[src/rtl/datapath_sequencer.sv]
// Instruction sequencer for the R1/R2/R3/AR + 16-word memory datapath; ADD/SUB/STORE retire 3 cycles after accept, LOAD 4.
// One instruction in flight: instr_ready is high only in IDLE, so the source holds instr until it is accepted.
module datapath_sequencer #(
  parameter int CNT_W = 8
) (
  input  logic             clk,
  input  logic             rst_n,
  input  logic [9:0]       instr,
  input  logic             instr_valid,
  output logic             instr_ready,
  output logic             l1,
  output logic             l2,
  output logic             l3,
  output logic             l4,
  output logic [2:0]       s1,
  output logic [2:0]       s2,
  output logic             f,
  output logic             w,
  output logic             r,
  output logic             done,
  output logic [CNT_W-1:0] retired
);

  typedef enum logic [2:0] {IDLE, DECODE, MEMRD, EXEC, DONE} state_t;

  localparam logic [1:0] OP_SUB   = 2'b01;
  localparam logic [1:0] OP_STORE = 2'b10;
  localparam logic [1:0] OP_LOAD  = 2'b11;

  state_t     state;
  logic [1:0] op;
  logic [1:0] dst;

  // Outputs are registered on the edge that enters a state, so they describe the state being entered.
  always_ff @(posedge clk) begin
    if (!rst_n) begin
      state       <= IDLE;
      op          <= 2'b00;
      dst         <= 2'b00;
      instr_ready <= 1'b0;
      {l4, l3, l2, l1} <= 4'b0000;
      s1          <= 3'd0;
      s2          <= 3'd0;
      f           <= 1'b0;
      w           <= 1'b0;
      r           <= 1'b0;
      done        <= 1'b0;
      retired     <= '0;
    end else begin
      {l4, l3, l2, l1} <= 4'b0000;
      w    <= 1'b0;
      r    <= 1'b0;
      done <= 1'b0;
      case (state)
        IDLE: begin
          instr_ready <= 1'b1;
          if (instr_valid && instr_ready) begin
            instr_ready <= 1'b0;
            op          <= instr[9:8];
            dst         <= instr[7:6];
            if (instr[9:8] == OP_LOAD) begin
              s1 <= 3'd3;
              s2 <= 3'd5;
              f  <= 1'b0;
            end else begin
              s1 <= instr[5:3];
              s2 <= instr[2:0];
              f  <= (instr[9:8] == OP_SUB);
            end
            state <= DECODE;
          end
        end
        DECODE: begin
          if (op == OP_LOAD) begin
            r     <= 1'b1;
            state <= MEMRD;
          end else begin
            if (op == OP_STORE) w <= 1'b1;
            else                {l4, l3, l2, l1} <= 4'b0001 << dst;
            state <= EXEC;
          end
        end
        MEMRD: begin
          // Memory read stays enabled while the destination register captures it.
          r                <= 1'b1;
          {l4, l3, l2, l1} <= 4'b0001 << dst;
          state            <= EXEC;
        end
        EXEC: begin
          done    <= 1'b1;
          retired <= retired + CNT_W'(1);
          state   <= DONE;
        end
        DONE: begin
          instr_ready <= 1'b1;
          state       <= IDLE;
        end
        default: begin
          instr_ready <= 1'b0;
          state       <= IDLE;
        end
      endcase
    end
  end

endmodule

[config.mk]
export PLATFORM = sky130hd
export DESIGN_NAME = datapath_sequencer
export DESIGN_NICKNAME = d
export VERILOG_FILES = /design/src/rtl/datapath_sequencer.sv
export SDC_FILE = /design/constraint.sdc
export NUM_CORES = 1
export LEC_CHECK = 0
export ABC_AREA = 1
export CORE_MARGIN = 2
export CORE_UTILIZATION = 60
export DETAILED_ROUTE_END_ITERATION = 8
export DONT_BUFFER_PORTS = 1
export GPL_TIMING_DRIVEN = 0
export PLACE_DENSITY = 0.76
export RECOVER_POWER = 100
export SKIP_CTS_REPAIR_TIMING = 1
export SYNTH_ARGS = -nofsm -noshare
export SYNTH_HDL_FRONTEND = slang
export SYNTH_SLANG_ARGS = --single-unit
[constraint.sdc]
create_clock -name clk -period 3.61 [get_ports clk]
set_clock_uncertainty 0.1 [all_clocks]
set_input_delay 0.1805 -clock clk [delete_from_list [all_inputs] [get_ports clk]]
set_output_delay 0.1805 -clock clk [all_outputs]
set_load 0.05 [all_outputs]
Word-level counts from Yosys, hierarchy flattened
Cells that the tools add are included.
Word-level totals
  register bits after elaboration: 30
  bits of input ports: 13
  output and inout bits: 23
  word-level logic and storage cells: 57
Operators by class
  add/sub/neg operators: 1
  equal/unequal tests: 9
  shifts and indexed selects: 1
  multiplexer cells: 24
  bitwise logic cells: 2
  reduce and logical (&&, ||, !) cells: 5
Operator list (number)
  $mux 1: 14
  $pmux 3 s4: 1
  $pmux 1 s2: 5
  $mux 3: 3
  $add 8x1->8 const B: 1
  $eq 2x2->1 const B: 3
  $eq 3x2->1 const B: 2
  $reduce_or 3->1: 2
  $shl 1x2->4 const A: 1
  $eq 3x1->1 const B: 1
  $eq 3x3->1 const B: 1
  $logic_not 3->1: 1
  $pmux 1 s3: 1
  $eq 2x1->1 const B: 1
  $ne 2x2->1 const B: 1
  $not 1->1: 2
  $reduce_and 2->1: 1
  $logic_and 1x1->1: 1

Longest topological paths before layout
  depth after elaboration: 4
  mapped depth: 7
  mapped depth without buffers: 7

Worst setup path before layout
OpenSTA, ideal clock, no wires.
  kind: flip-flop to flip-flop
  start: register retired[1]
  end: register retired[6]
  library setup time: 0.110 ns
  arrival time: 1.410 ns
  required time: 3.400 ns
  slack: 1.991 ns
  stages on the path, launching flop included: 7
  path buffers: 0
  clock period less this slack: 1.619 ns
  cell sequence: dfxtp_1 > ha_1 > nand3_1 > nor2_1 > nand3_1 > nand2_1 > nor2_1
Between the ends
  word-level cells in the longest chain between the ends: 1
RTL lines
  start, declared: RTL line 21  | output logic [CNT_W-1:0] retired
  start signal, assigned: RTL line 91  | retired <= retired + CNT_W'(1);
  $add 8x1->8: RTL line 91
No other way between the ends.
A chain may end at the register's enable or synchronous reset.

Worst setup path in the final report
  start: register instr_ready
  end: register s1[0]
Between the ends
  word-level cells in the longest chain between the ends: 2
RTL lines
  start, declared: RTL line 10  | output logic instr_ready,
  start signal, assigned: RTL line 40  | instr_ready <= 1'b0;
  start signal, assigned: RTL line 56  | instr_ready <= 1'b1;
  start signal, assigned: RTL line 58  | instr_ready <= 1'b0;
  $logic_and 1x1->1: RTL line 57  | if (instr_valid && instr_ready) begin
  $reduce_and 2->1 (no line)
  end signal, assigned: RTL line 66  | s1 <= instr[5:3];
  end, declared: RTL line 15  | output logic [2:0] s1,
No other way between the ends.

==> results by group <==
Drt
  – Drt wl/cell: 12.6 um
  – Residual DRC count: 0
  – ANT nets after route: 0
  – DRT Pass-1 Iters: 4
  – DR iter-0 viols: 14
  – Drt via density: approximately 5.3
  – Vias: 1122
  – Drt total wl: 2680 um

Logic synthesis
  – Post-synth cell types: 19
  – Avg Synthesized Cell Area: 7.28 um^2
  – Post-Syn Nets: ~180
  – Post-Synth Adder-Cell Area: 1.02%
  – EDFF count, synth: 0
  – Synth Area in Simple Gates: 36.5%
  – Yosys top cell by area: dfxtp_1
  – Sequential element share of the synthesized area: 48.8%
  – Commonest cells post-synth: nand2_1 (45), dfxtp_1 (30), nor2_1 (25)
  – Mux contribution to synthesized area: 0%
  – Ys flop type: dfxtp_1
  – Fraction of synthesized cell area in xor and xnor cells: 0%
  – Cell area after synthesis: about 1200 um^2
  – Syn. warnings: 0
  – Syn Inst Count: 169
  – Compound-gate portion of the synthesized area: approximately 5.8%
  – Largest family of logic cells by synthesized area: simple AND/OR/NAND/NOR gates
  – Yosys top cell area share: between 40 and 50%
  – Register bit count reported by yosys: 30
  – Most common cell in the netlist: nand2_1
  – Top post-synthesis cells by area: dfxtp_1 (49%), nand2_1 (14%), nor2_1 (7.6%), nand3_1 (7.3%), inv_1 (6.4%)
  – Post-synth ARST share: 0%

Timing
  – Final Hold Vio Count: 0
  – Setup-failing EPs final: 0
  – RSZ-0062 raised after global routing: false
  – Final worst path period need: around 2000 ps
  – Period utilisation layout: 54.2%
  – Final hold slack: 18.2 ps
  – FMAX: 511 MHz
  – Fin. max-slew vios: 0
  – Setup TNS: 0 ps
  – Worst-Margin Slew: around 640 ps
  – Max-slew headroom: 57.3%

Run
  – Max-cap violations: 0

Setup path
  – Crit-path slowest cell: dfxtp_1
  – CP Launch Type: register
  – Crit end category: register
  – Worst-path maximum fanout: 6
  – Arrival time at the worst endpoint: 2130 ps
  – Critical Path RT: 3780 ps
  – RR Startpoint: instr_ready$_SDFFE_PN0N_
  – Critical-path cell list: nand2_1 > inv_1 > nand3_1 > nor2_1 > o21ai_0 > nand2_1
  – Worst r2r dst: s1[0]$_SDFFE_PN0P_
  – Worst Setup SP: instr_ready$_SDFFE_PN0N_
  – Crit path largest cell delay: 660 ps
  – Worst R2R Path Depth: 6
  – Reg2reg setup slack: 1650 ps
  – Crit path kind: register to register
  – Top cell by count, worst path: nand2_1

CTS
  – Clock Latency Late Sink: 320 ps
  – Clock Tree Root: clkbuf_4
  – CTS tree: built
  – Htree depth: 2
  – Clock transition at path regs: about 90 ps
  – CTS Buf Count: 5
  – CTS Buffer Depth: 2
  – Clock sinks: 30

Layout
  – Layout area overhead: 12.1%
  – Multi-input logic area: 503 um^2
  – Fillers: ~170
  – ANT cells: 0
  – Final net count: 200
  – FF+latch area: 601 um^2
  – Layout cell share with drive strength beyond 1: 4.84%

Die
  – Die height: 49.3 um
  – Top Ports: 36
  – Core area: 1940 um^2
  – DIE WIDTH: 49.3 um
  – Die ar.: about 2400 um^2
  – Row cnt: 16
  – Starting Density: a little under two thirds

Place
  – IO buf count: 0
  – Post-DP HPWL: 1860 um
  – GP Congestion: ~0.83

Worst hold path
  – Hold Crit Class: primary input to register
  – Worst hold endpoint: s1[2]$_SDFFE_PN0P_
  – Hold depth: 3
  – Hold_sp: instr[8]

Outcome
  – Result of the run: complete, no violations

Global route
  – Vias in the first global route: 1033
  – Remaining Overflow, GRT: 0
  – Pin count of the biggest net entering global routing: 11
  – Antenna violations before repair: 0
  – First-pass GRT wire length: approximately 4200 um
  – GRT Total Usage: about a quarter

Pwr
  – PwrDens: 513 nW/um^2
  – Leak: 0.000613 uW
  – Worst vdd ir: 0.000370 V
==> area by class of cell <==
| cell class | count | area share, % |
|---|---|---|
| timing repair buffer | 10 | 7.26 |
| sequential | 30 | 43.6 |
| inverter | 23 | 6.26 |
| multi-input combinational | 114 | 36.5 |
| buffer | 2 | 0.726 |
| clock buffer | 7 | 3.27 |
| tap | 27 | 2.45 |
==> stage by stage <==
stage | instance area [um^2] | cells | setup WS, ps | power (uW) | util, %
6_report | 1380 | 213 | 1650 | 707 | 71.0
3_5_place_dp | 1260 | 196 | 1870 | 534 | 65.1
4_1_cts | 1310 | 203 | 1840 | 711 | 67.4
5_1_grt | 1380 | 213 | 1430 | 746 | 71.0
3_3_place_gp | 1260 | 196 | 1900 | 527 | 65.1
2_1_floorplan | 1230 | 169 | 1990 | 510 | -
==> how the worst max path moves through the flow <==
stage,slack [ps],cells after the start,endpoint
2_1_floorplan,1990,6,retired[6]$_SDFFE_PN0P_
3_3_place_gp,1900,6,retired[6]$_SDFFE_PN0P_
3_5_place_dp,1870,6,retired[6]$_SDFFE_PN0P_
4_1_cts,1840,6,retired[6]$_SDFFE_PN0P_
5_1_grt,1430,6,s1[0]$_SDFFE_PN0P_
6_report,1650,6,s1[0]$_SDFFE_PN0P_
==> critical path, delay by kind of cell (launching register included) <==
family / cells / cell delay (ps)
AO/OA/AOI/OAI: 1 / 170
buffers and inverters: 1 / 90
flip-flops: 1 / 660
AND/OR/NAND/NOR: 4 / 890
==> layer usage <==
metal / GRT usage, % / wire, um
met1: 23.9 / 1070
met2: 39.4 / 1360
met3: 13.5 / 184
met4: 10.0 / 68
met5: 0 / 0
==> layout by cell type, fill, tap and decap left out, types with 2 or more instances in the layout <==
cell           instances
nand2_1               46
dfxtp_1               30
nor2_1                27
inv_1                 23
nand3_1               20
dlygate4sd3_1         10
o21ai_0                8
a21oi_1                5
clkbuf_4               5
nor2_4                 2
buf_2                  2
nor3_1                 2
clkbuf_1               2
==> registers in the layout (all words and copies together) (netlist names), 2 cells and up <==
name,cells
state,3
op,2
retired,8
s2,3
s1,3
dst,2
==> where the power goes <==
group / internal [uW] / switching, uW / leakage, uW
sequential: 356 / 77.6 / 0.000243
clock: 73.2 / 105 / 0.0000254
combinational: 34.5 / 60.3 / 0.000344
total: 464 / 243 / 0.000613
==> logic make-up (layout without fill, tap and decap cells) <==
kind of cell             after synthesis  count (layout)
AND/OR/NAND/NOR                       99              99
adder cells (fa/ha/maj)                1               1
buffers and inverters                 25              42
flip-flops                            30              30
AO/OA/AOI/OAI                         14              14
(Power assumes the default switching activity.)
